File: src/rtl/mem_arbiter.sv
// rtl/mem_arbiter.sv - round-robin fetch/data arbiter in front of a single-port synchronous RAM
module mem_arbiter #(
    parameter int AW = 14
) (
    input  logic          clk,
    input  logic          resetn,
    input  logic          i_req,
    input  logic [31:0]   i_addr,
    output logic          i_gnt,
    output logic          i_rvalid,
    output logic [31:0]   i_rdata,
    input  logic          d_req,
    input  logic          d_we,
    input  logic [31:0]   d_addr,
    input  logic [31:0]   d_wdata,
    input  logic [3:0]    d_wstrb,
    output logic          d_gnt,
    output logic          d_rvalid,
    output logic [31:0]   d_rdata,
    output logic          d_err,
    output logic          mem_en,
    output logic [3:0]    mem_we,
    output logic [AW-1:0] mem_addr,
    output logic [31:0]   mem_wdata,
    input  logic [31:0]   mem_rdata
);

    typedef enum logic [1:0] {
        OWN_NONE  = 2'd0,
        OWN_FETCH = 2'd1,
        OWN_LOAD  = 2'd2
    } owner_t;

    owner_t      owner_q, owner_d;
    logic        last_d_q;
    logic [31:0] i_hold_q, d_hold_q;
    logic        misaligned;
    logic        d_access;

    // Fetch addresses are word-aligned; high address bits wrap inside the RAM.
    logic unused_addr_bits;
    assign unused_addr_bits = ^{i_addr[31:AW+2], i_addr[1:0], d_addr[31:AW+2]};

    always_comb begin
        misaligned = 1'b0;
        if (d_wstrb == 4'b1111 && d_addr[1:0] != 2'b00)
            misaligned = 1'b1;
        if ((d_wstrb == 4'b0011 || d_wstrb == 4'b1100) && d_addr[0])
            misaligned = 1'b1;
    end

    // Contested cycles go to whoever was not granted last; reset makes fetch win first.
    always_comb begin
        i_gnt = resetn && i_req && (!d_req || last_d_q);
        d_gnt = resetn && d_req && !i_gnt;
    end

    assign d_access = d_gnt && !misaligned;

    always_comb begin
        owner_d = OWN_NONE;
        if (i_gnt)
            owner_d = OWN_FETCH;
        else if (d_access && !d_we)
            owner_d = OWN_LOAD;
    end

    always_ff @(posedge clk) begin
        if (!resetn) begin
            owner_q  <= OWN_NONE;
            last_d_q <= 1'b1;
            i_hold_q <= '0;
            d_hold_q <= '0;
        end else begin
            owner_q <= owner_d;
            if (i_gnt || d_gnt)
                last_d_q <= d_gnt;
            if (i_rvalid)
                i_hold_q <= mem_rdata;
            if (d_rvalid)
                d_hold_q <= mem_rdata;
        end
    end

    // Outputs are gated by resetn so a reset cycle shows all-zero outputs immediately.
    always_comb begin
        i_rvalid  = resetn && (owner_q == OWN_FETCH);
        d_rvalid  = resetn && (owner_q == OWN_LOAD);
        i_rdata   = '0;
        d_rdata   = '0;
        if (resetn) begin
            i_rdata = i_rvalid ? mem_rdata : i_hold_q;
            d_rdata = d_rvalid ? mem_rdata : d_hold_q;
        end
        d_err     = d_gnt && misaligned;
        mem_en    = i_gnt || d_access;
        mem_we    = (d_access && d_we) ? d_wstrb : 4'b0000;
        mem_addr  = '0;
        if (i_gnt)
            mem_addr = i_addr[AW+1:2];
        else if (d_access)
            mem_addr = d_addr[AW+1:2];
        mem_wdata = resetn ? d_wdata : '0;
    end

endmodule

File: config.mk
export PLATFORM = sky130hd
export DESIGN_NAME = mem_arbiter
export DESIGN_NICKNAME = d
export VERILOG_FILES = /design/src/rtl/mem_arbiter.sv
export SDC_FILE = /design/constraint.sdc
export NUM_CORES = 1
export LEC_CHECK = 0
export BUFFER_PORTS_ARGS = -buffer_cell sky130_fd_sc_hd__clkbuf_2
export CORE_AREA = 5 5 97 99
export CTS_CLUSTER_DIAMETER = 120
export CTS_CLUSTER_SIZE = 14
export DETAILED_ROUTE_END_ITERATION = 8
export DIE_AREA = 0 0 102 104
export PLACE_DENSITY_LB_ADDON = 0.25
export SKIP_CTS_REPAIR_TIMING = 1
export SLEW_MARGIN = 15
export SYNTH_ARGS = -nofsm -noshare
export SYNTH_HDL_FRONTEND = slang
export SYNTH_SLANG_ARGS = --single-unit
File: constraint.sdc
create_clock -name clk -period 2.3 [get_ports clk]
set_input_delay 0.46 -clock clk [delete_from_list [all_inputs] [get_ports clk]]
set_output_delay 0.46 -clock clk [all_outputs]
set_load 0.02 [all_outputs]
# Yosys cells after proc, flatten, opt, wreduce, memory -nomap -nowiden
# Index checks and enable logic that the tools add are counted.
# word_totals
ff_bits	67
inputBits	137
out_inout_bits	120
# op_classes
n_eq_ne	5
muxes	12
bitwise	1
n_reduce_logical	22
# op_table
operator	count
two-way mux 32 bit	5
two-way mux 14 bit	2
logical AND 1 bit	12
== test 4 bit, second input constant	2
== test 4 x 2 -> 1 bit, second input constant	1
logical NOT 1 bit	4
logical OR 1 bit	4
two-way mux 4 bit	1
two-way mux 1 bit	3
== test 2 x 1 -> 1 bit, second input constant	1
== test 2 bit, second input constant	1
two-way mux 2 bit	1
nonzero test 2 bit	1
OR reduction 2 bit	1
NOT 1 bit	1

# Logic depth before layout (Yosys ltp)
# Gate-level depths: netlist of the first run.
# depth
ltp_word	9
depth_mapped	6

# Worst setup path after synthesis of the first run
# Ideal clock, no wire load.
# synth_path
kind	input-to-output
start	in d_addr[1]
end	out mem_we[1]
t_arrival_ns	1.586
t_required_ns	1.840
path_slack_ns	0.254
stages	4
n_path_buf	1
cell_sequence	o211ai_1 -> a21oi_2 -> buf_6 -> nor4_1
# synth_between
elab_chain_cells	8
# synth_rtl
item	line	source
start: declaration	14	input logic [31:0] d_addr,
nonzero test 2 bit	46	if (d_wstrb == 4'b1111 && d_addr[1:0] != 2'b00)
logical AND 1 bit	46	
two-way mux 1 bit	46	
two-way mux 1 bit	48	if ((d_wstrb == 4'b0011 || d_wstrb == 4'b1100) && d_addr[0])
logical NOT 1 bit	58	assign d_access = d_gnt && !misaligned;
logical AND 1 bit	58	
logical AND 1 bit	97	mem_we = (d_access && d_we) ? d_wstrb : 4'b0000;
two-way mux 4 bit	97	
end: declaration	22	output logic [3:0] mem_we,
# No other way between the ends.

# Worst setup path after layout of the first run
# layout_path
start	in d_wstrb[3]
end	out mem_addr[12]
# layout_between
elab_chain_cells	8
word_cells_on_any_way	12
# layout_rtl
item	line	source
start: declaration	16	input logic [3:0] d_wstrb,
== test 4 bit (tied with other cells)	46	
logical AND 1 bit or logical OR 1 bit (tied branches)	46, 48	
two-way mux 1 bit or logical AND 1 bit (tied branches)	46, 48	
two-way mux 1 bit *	48	
logical NOT 1 bit *	58	
logical AND 1 bit *	58	
two-way mux 14 bit *	101	else if (d_access)
two-way mux 14 bit *	99	if (i_gnt)
end: declaration	23	output logic [AW-1:0] mem_addr,
# Mark *: on every way between the ends. The rest lies on a longest branch, timed or not.

==> metrics.txt, run 1 <==
Switch Pwr=789 uW; routed wire length=10,300 um; ys flop type=dfxtp_1; Sw Ratio=27.1%; Clock Path Buffers=2; FMAX=471 MHz; critical path arrival=1660 ps; GP Congestion=0.921; critical path class=primary input to output pin; Initial Util=34.3%; Comb power frac=17.5%; Reg clk slew, reported paths=80 ps; max_slew headroom=66.4%; non-filler instance count after layout=724; layout cells sized above 1=41.2%; CTS tree=built; Core ar.=8470 sq um; Setup violations, final=0; Crit path top cell by count=clkbuf_2; Syn Area/Cell=7.37 sq um; Sink Count=67; fin crit period=2120 ps; Seq pwr share=41.8%; delay-heaviest family, CP=buffers and inverters; Finished Core Util=51.9%; dpl cells=708; Power Dens Cells=662 nW/um^2; Final Cycle Share=92.3%; Slew @ Worst Pin=503 ps; First DRT Iteration DRCs=107; drt pass-1 iters=4; vias per cell=4.76; Setup TNS Final=0 ps; Skew-Pair Late Insertion Delay=340 ps; Crit-path slowest cell=or3b_1; Slew Viols, Final=0; area added between synthesis and finish=51.3%; initial antenna violation count=0; dpl hpwl=7870 um; DRT antenna net count=0; Synth Register Bits=67; Antenna Cells=0; cells along the critical path=clkbuf_2 > or3b_1 > a21oi_2 > buf_12 > o32ai_1 > clkbuf_2; IO buf count=222; Worst Skew=10.6 ps; # nets final=748; register area share after synthesis=46.2%; Worst EP required=1840 ps; H-tree Lvls=3; die area=10,600 sq um; Internal=2120 uW; via count=3,445; unrepaired setup endpoints after global routing=no; Rows=34; DIE WIDTH=102 um; total global-route track usage=18.5%; Netlist cell types=21; VDD IR-drop max=0.000288 V; Final Hold Viols=0; Syn Inst Count=394; first-pass GRT wire length=15,900 um; CP max stage delay=390 ps; post-DR wirelength/cell=14.2 um; clock group share of total power=40.7%; Tightest Hold Check Type=primary input to flip-flop; largest net degree at the start of global routing=55; Post-synth EDFFs=0; crit path max fanout=21; drt drc=0; async set or reset register ratio after synthesis=0%; Mapped Area=2910 sq um; vias in the first global route=3,378; TritonCTS Buffers=9; Ys Warns=0; maxcap violations=0; CP bufs+invs=3; crit end category=output pin; syn_nets=531; Leakage=0.00252 uW; die height=104 um; # IOs=257; Fin Hold WS=338 ps; status=finished clean; crit start category=primary input; root buffer cell=clkbuf_8; grt total ovfl=0; Fillers=856
## cells in the mapped netlist (all sizes together), types with 2 or more instances
cell type / number / share of area [%]
buf: 16 / 3.1
nand3b: 2 / 0.52
clkbuf: 15 / 1.9
o32ai: 14 / 4.2
nand2: 135 / 17
nor4: 4 / 0.86
dfxtp: 67 / 46
o211ai: 2 / 0.52
inv: 20 / 2.6
and2: 33 / 7.1
nand3: 78 / 13
## flip-flops by register name, summed over array words and instances, names as in the netlist
name,cells
owner_q,2
i_hold_q,32
last_d_q,1
d_hold_q,32
## placed cells by master (no fill, tap or decap), drive strengths merged
master  netlist  layout
o31ai         1       1
clkbuf       15     232
a21oi         1       1
nor4          4       4
dfxtp        67      67
nand4b        1       1
nor2          1       1
clkinv        0       2
or3b          1       1
nand2       135     135
o21ba         1       1
inv          20      21
nand3b        2       2
bufinv        0       3
and2         33      33
nand3        78      78
o211ai        2       2
o21ai         1       1
o32ai        14      14
buf          16      15
nor4bb        1       1
## final timing paths
kind,start,end,slack (ps),cells past startpoint
worst min register to register,d_hold_q[25],d_hold_q[25],480,2
worst min-delay path,mem_rdata[16],i_hold_q[16],340,3
worst max register to register,last_d_q,owner_q[0],1130,3
worst max-delay path,d_wstrb[3],mem_addr[12],180,6
## cells by family (layout without fill, tap and decap cells)
| group | after synthesis | in the layout | share of synthesized area [%] |
|---|---|---|---|
| compound gates | 20 | 20 | 5.81 |
| flops | 67 | 67 | 46.2 |
| buf+inv | 51 | 273 | 7.58 |
| simple gates | 256 | 256 | 40.4 |
## worst register-to-register path: stages, from the launching register on
cell and delay [ps]:
dfxtp_1 330, o211ai_1 410, buf_4 270, inv_1 50
## cell type report
type / instances / area, sq um / area share, %
clock buffer: 10 / 128 / 2.90
clock inverter: 6 / 113 / 2.56
inverter: 20 / 75.1 / 1.71
multi-input combinational: 276 / 1340 / 30.6
sequential: 67 / 1340 / 30.5
tap: 108 / 135 / 3.07
timing repair buffer: 237 / 1260 / 28.7
## power by group through the flow
stage	logic (uW)	registers [uW]	clock network [uW]
after global placement	505	1240	0
after floorplan	281	1240	0
final	508	1220	1190
after detailed placement	510	1250	0
after CTS	513	1220	1220
after global routing	551	1220	1280
## routing by layer
layer  vias to the layer above  GRT usage, %  share of wire [%]
met3                        16          7.31                 10
li1                       1731             -                  -
met5                         -             0                  0
met4                         0          6.00                1.9
met2                       157          31.5                 48
met1                      1541          20.8                 40
## per-stage QoR
stage | setup WS, ps | power [uW] | cell area (sq um)
after floorplan | 254 | 1520 | 2910
after global placement | 193 | 1750 | 4160
after detailed placement | 187 | 1760 | 4160
after CTS | 188 | 2950 | 4400
after global routing | 103 | 3050 | 4400
final | 177 | 2910 | 4400
Power figures use the tool's default switching activity.
==> run 2: changes to the inputs <==
GPL_TIMING_DRIVEN = 0   (was not set)
==> metrics.txt, run 2 (synthesis results as in run 1) <==
max_slew headroom=67.5% (+1.0 points); crit start category=primary input; largest net degree at the start of global routing=13 (-76%); Crit path top cell by count=clkbuf_2; commonest non-fill, non-tap cell in the layout=clkbuf_2; CP bufs+invs=5 (+2); layout cells sized above 1=42.9% (+1.6 points); Setup violations, final=0 (unchanged); status=finished clean; First DRT Iteration DRCs=98 (-8.4%); fin crit period=2170 ps (+51.9 ps); DIE WIDTH=102 um (unchanged); Sink Count=67 (unchanged); Crit. path cell count=8 (+2); TritonCTS Buffers=9 (unchanged); grt total ovfl=0 (unchanged); Reg2Reg Depth=5 (+2); drt drc=0 (unchanged); CTS tree=built; WHS Endpoint=i_hold_q[30]; hold depth=3 (unchanged); Worst Skew=6.49 ps (-4.10 ps); # nets final=771 (+3.1%); biggest regs=d_hold_q x32, i_hold_q x32, owner_q x2; IO buf count=222 (unchanged); initial antenna violation count=0 (unchanged); delay-heaviest family, CP=buffers and inverters; Rows=34 (unchanged); most frequent cells in the layout=clkbuf_2 (227), nand2_1 (135), nand3_1 (78); Tightest Hold Check Type=primary input to flip-flop; routed wire length=10,500 um (+2.2%); Power Dens Cells=627 nW/um^2 (-5.4%); CP max stage delay=230 ps (-160 ps); VDD IR-drop max=0.000250 V (-13%); Critical R2R Launch=owner_q[0]; crit path max fanout=10 (-52%); die height=104 um (unchanged); drt pass-1 iters=5 (+1); Crit Reg-Reg Endpoint=d_hold_q[22]; vias in the first global route=3,424 (+1.4%); post-DR wirelength/cell=14.1 um (-0.96%); Crit-path slowest cell=clkbuf_2; DRT antenna net count=0 (unchanged); Core ar.=8470 sq um (unchanged); first-pass GRT wire length=16,400 um (+3.6%); Fillers=861 (+0.58%); Hold Startpoint=mem_rdata[30]; Worst EP required=1840 ps (about the same); die area=10,600 sq um (unchanged); total global-route track usage=19.1% (+0.57 points); maxcap violations=0 (unchanged); critical path class=primary input to output pin; Fin Hold WS=344 ps (+6.07 ps); Leakage=0.00257 uW (+1.7%); cells along the critical path=clkbuf_2 > clkbuf_4 > nand3b_1 > buf_4 > clkbuf_2 > nand3_1 > nand2_1 > clkbuf_2; vias per cell=4.71 (-1.0%); critical path arrival=1710 ps (+50 ps); Initial Util=34.3% (unchanged); Reg clk slew, reported paths=80 ps (about the same); root buffer cell=clkbuf_8; Setup TNS Final=0 ps (unchanged); Slew @ Worst Pin=488 ps (-15.0 ps); H-tree Lvls=3 (unchanged); Final Cycle Share=94.5% (+2.3 points); GP Congestion=0.896 (-2.7%); r2r setup slk=1050 ps (-80 ps); Antenna Cells=0 (unchanged); FMAX=460 MHz (-2.4%); Skew-Pair Late Insertion Delay=330 ps (about the same); # IOs=257 (unchanged); dpl hpwl=8400 um (+6.8%); Final Hold Viols=0 (unchanged); via count=3,519 (+2.1%); area added between synthesis and finish=53.7%; Clock Path Buffers=2 (unchanged); Slew Viols, Final=0 (unchanged); crit end category=output pin
run 2: worst max path at each step:
stage	from	to	slack, ps
finish	resetn	d_rdata[22]	130
global route	resetn	i_rdata[23]	-10
CTS	last_d_q	mem_addr[12]	-160
detailed placement	resetn	d_rdata[12]	-80
global placement	resetn	d_rdata[12]	-70
floorplan	d_addr[1]	mem_we[1]	250
run 2: stage by stage:
| step | std cells | worst slack, ps | power [uW] | util [%] | area (sq um) |
|---|---|---|---|---|---|
| 2_1_floorplan | 394 | 254 | 1520 | - | 2910 |
| 3_3_place_gp | 724 | -70.0 | 1750 | 49.0 | 4150 |
| 3_5_place_dp | 724 | -82.8 | 1760 | 49.0 | 4150 |
| 4_1_cts | 740 | -160 | 2820 | 51.6 | 4370 |
| 5_1_grt | 747 | -14.1 | 2940 | 52.8 | 4470 |
| 6_report | 747 | 125 | 2800 | 52.8 | 4470 |
run 2: power breakdown:
group / total (uW) / internal [uW] / leakage [uW] / switching, uW
Combinational: 525 / 201 / 0.00192 / 324
Clock: 1060 / 612 / 0.000103 / 444
Sequential: 1220 / 1210 / 0.000545 / 12.4
Total: 2800 / 2020 / 0.00257 / 781
run 2: area by class of cell:
| class | count | area (sq um) | share of cell area (%) |
|---|---|---|---|
| timing repair buffer | 230 | 1170 | 26.2 |
| clock inverter | 6 | 88.8 | 1.99 |
| sequential | 67 | 1340 | 30.0 |
| inverter | 20 | 75.1 | 1.68 |
| tap | 108 | 135 | 3.03 |
| multi-input combinational | 276 | 1370 | 30.6 |
| buffer | 30 | 161 | 3.61 |
| clock buffer | 10 | 128 | 2.86 |
run 2: layer usage:
layer / routed length, um / vias up / track usage [%]
met2: 5100 / 149 / 32.4
met4: 174 / 0 / 6.47
met1: 4260 / 1579 / 22.2
li1: - / 1777 / -
met5: 0 / - / 0
met3: 993 / 14 / 6.30
run 2: worst register-to-register path, cell delays in order (launching register included):
cell      delay, ps
dfxtp_1         310
nand3b_1        230
buf_4           180
clkbuf_2        200
nand3_1         130
nand2_1          90
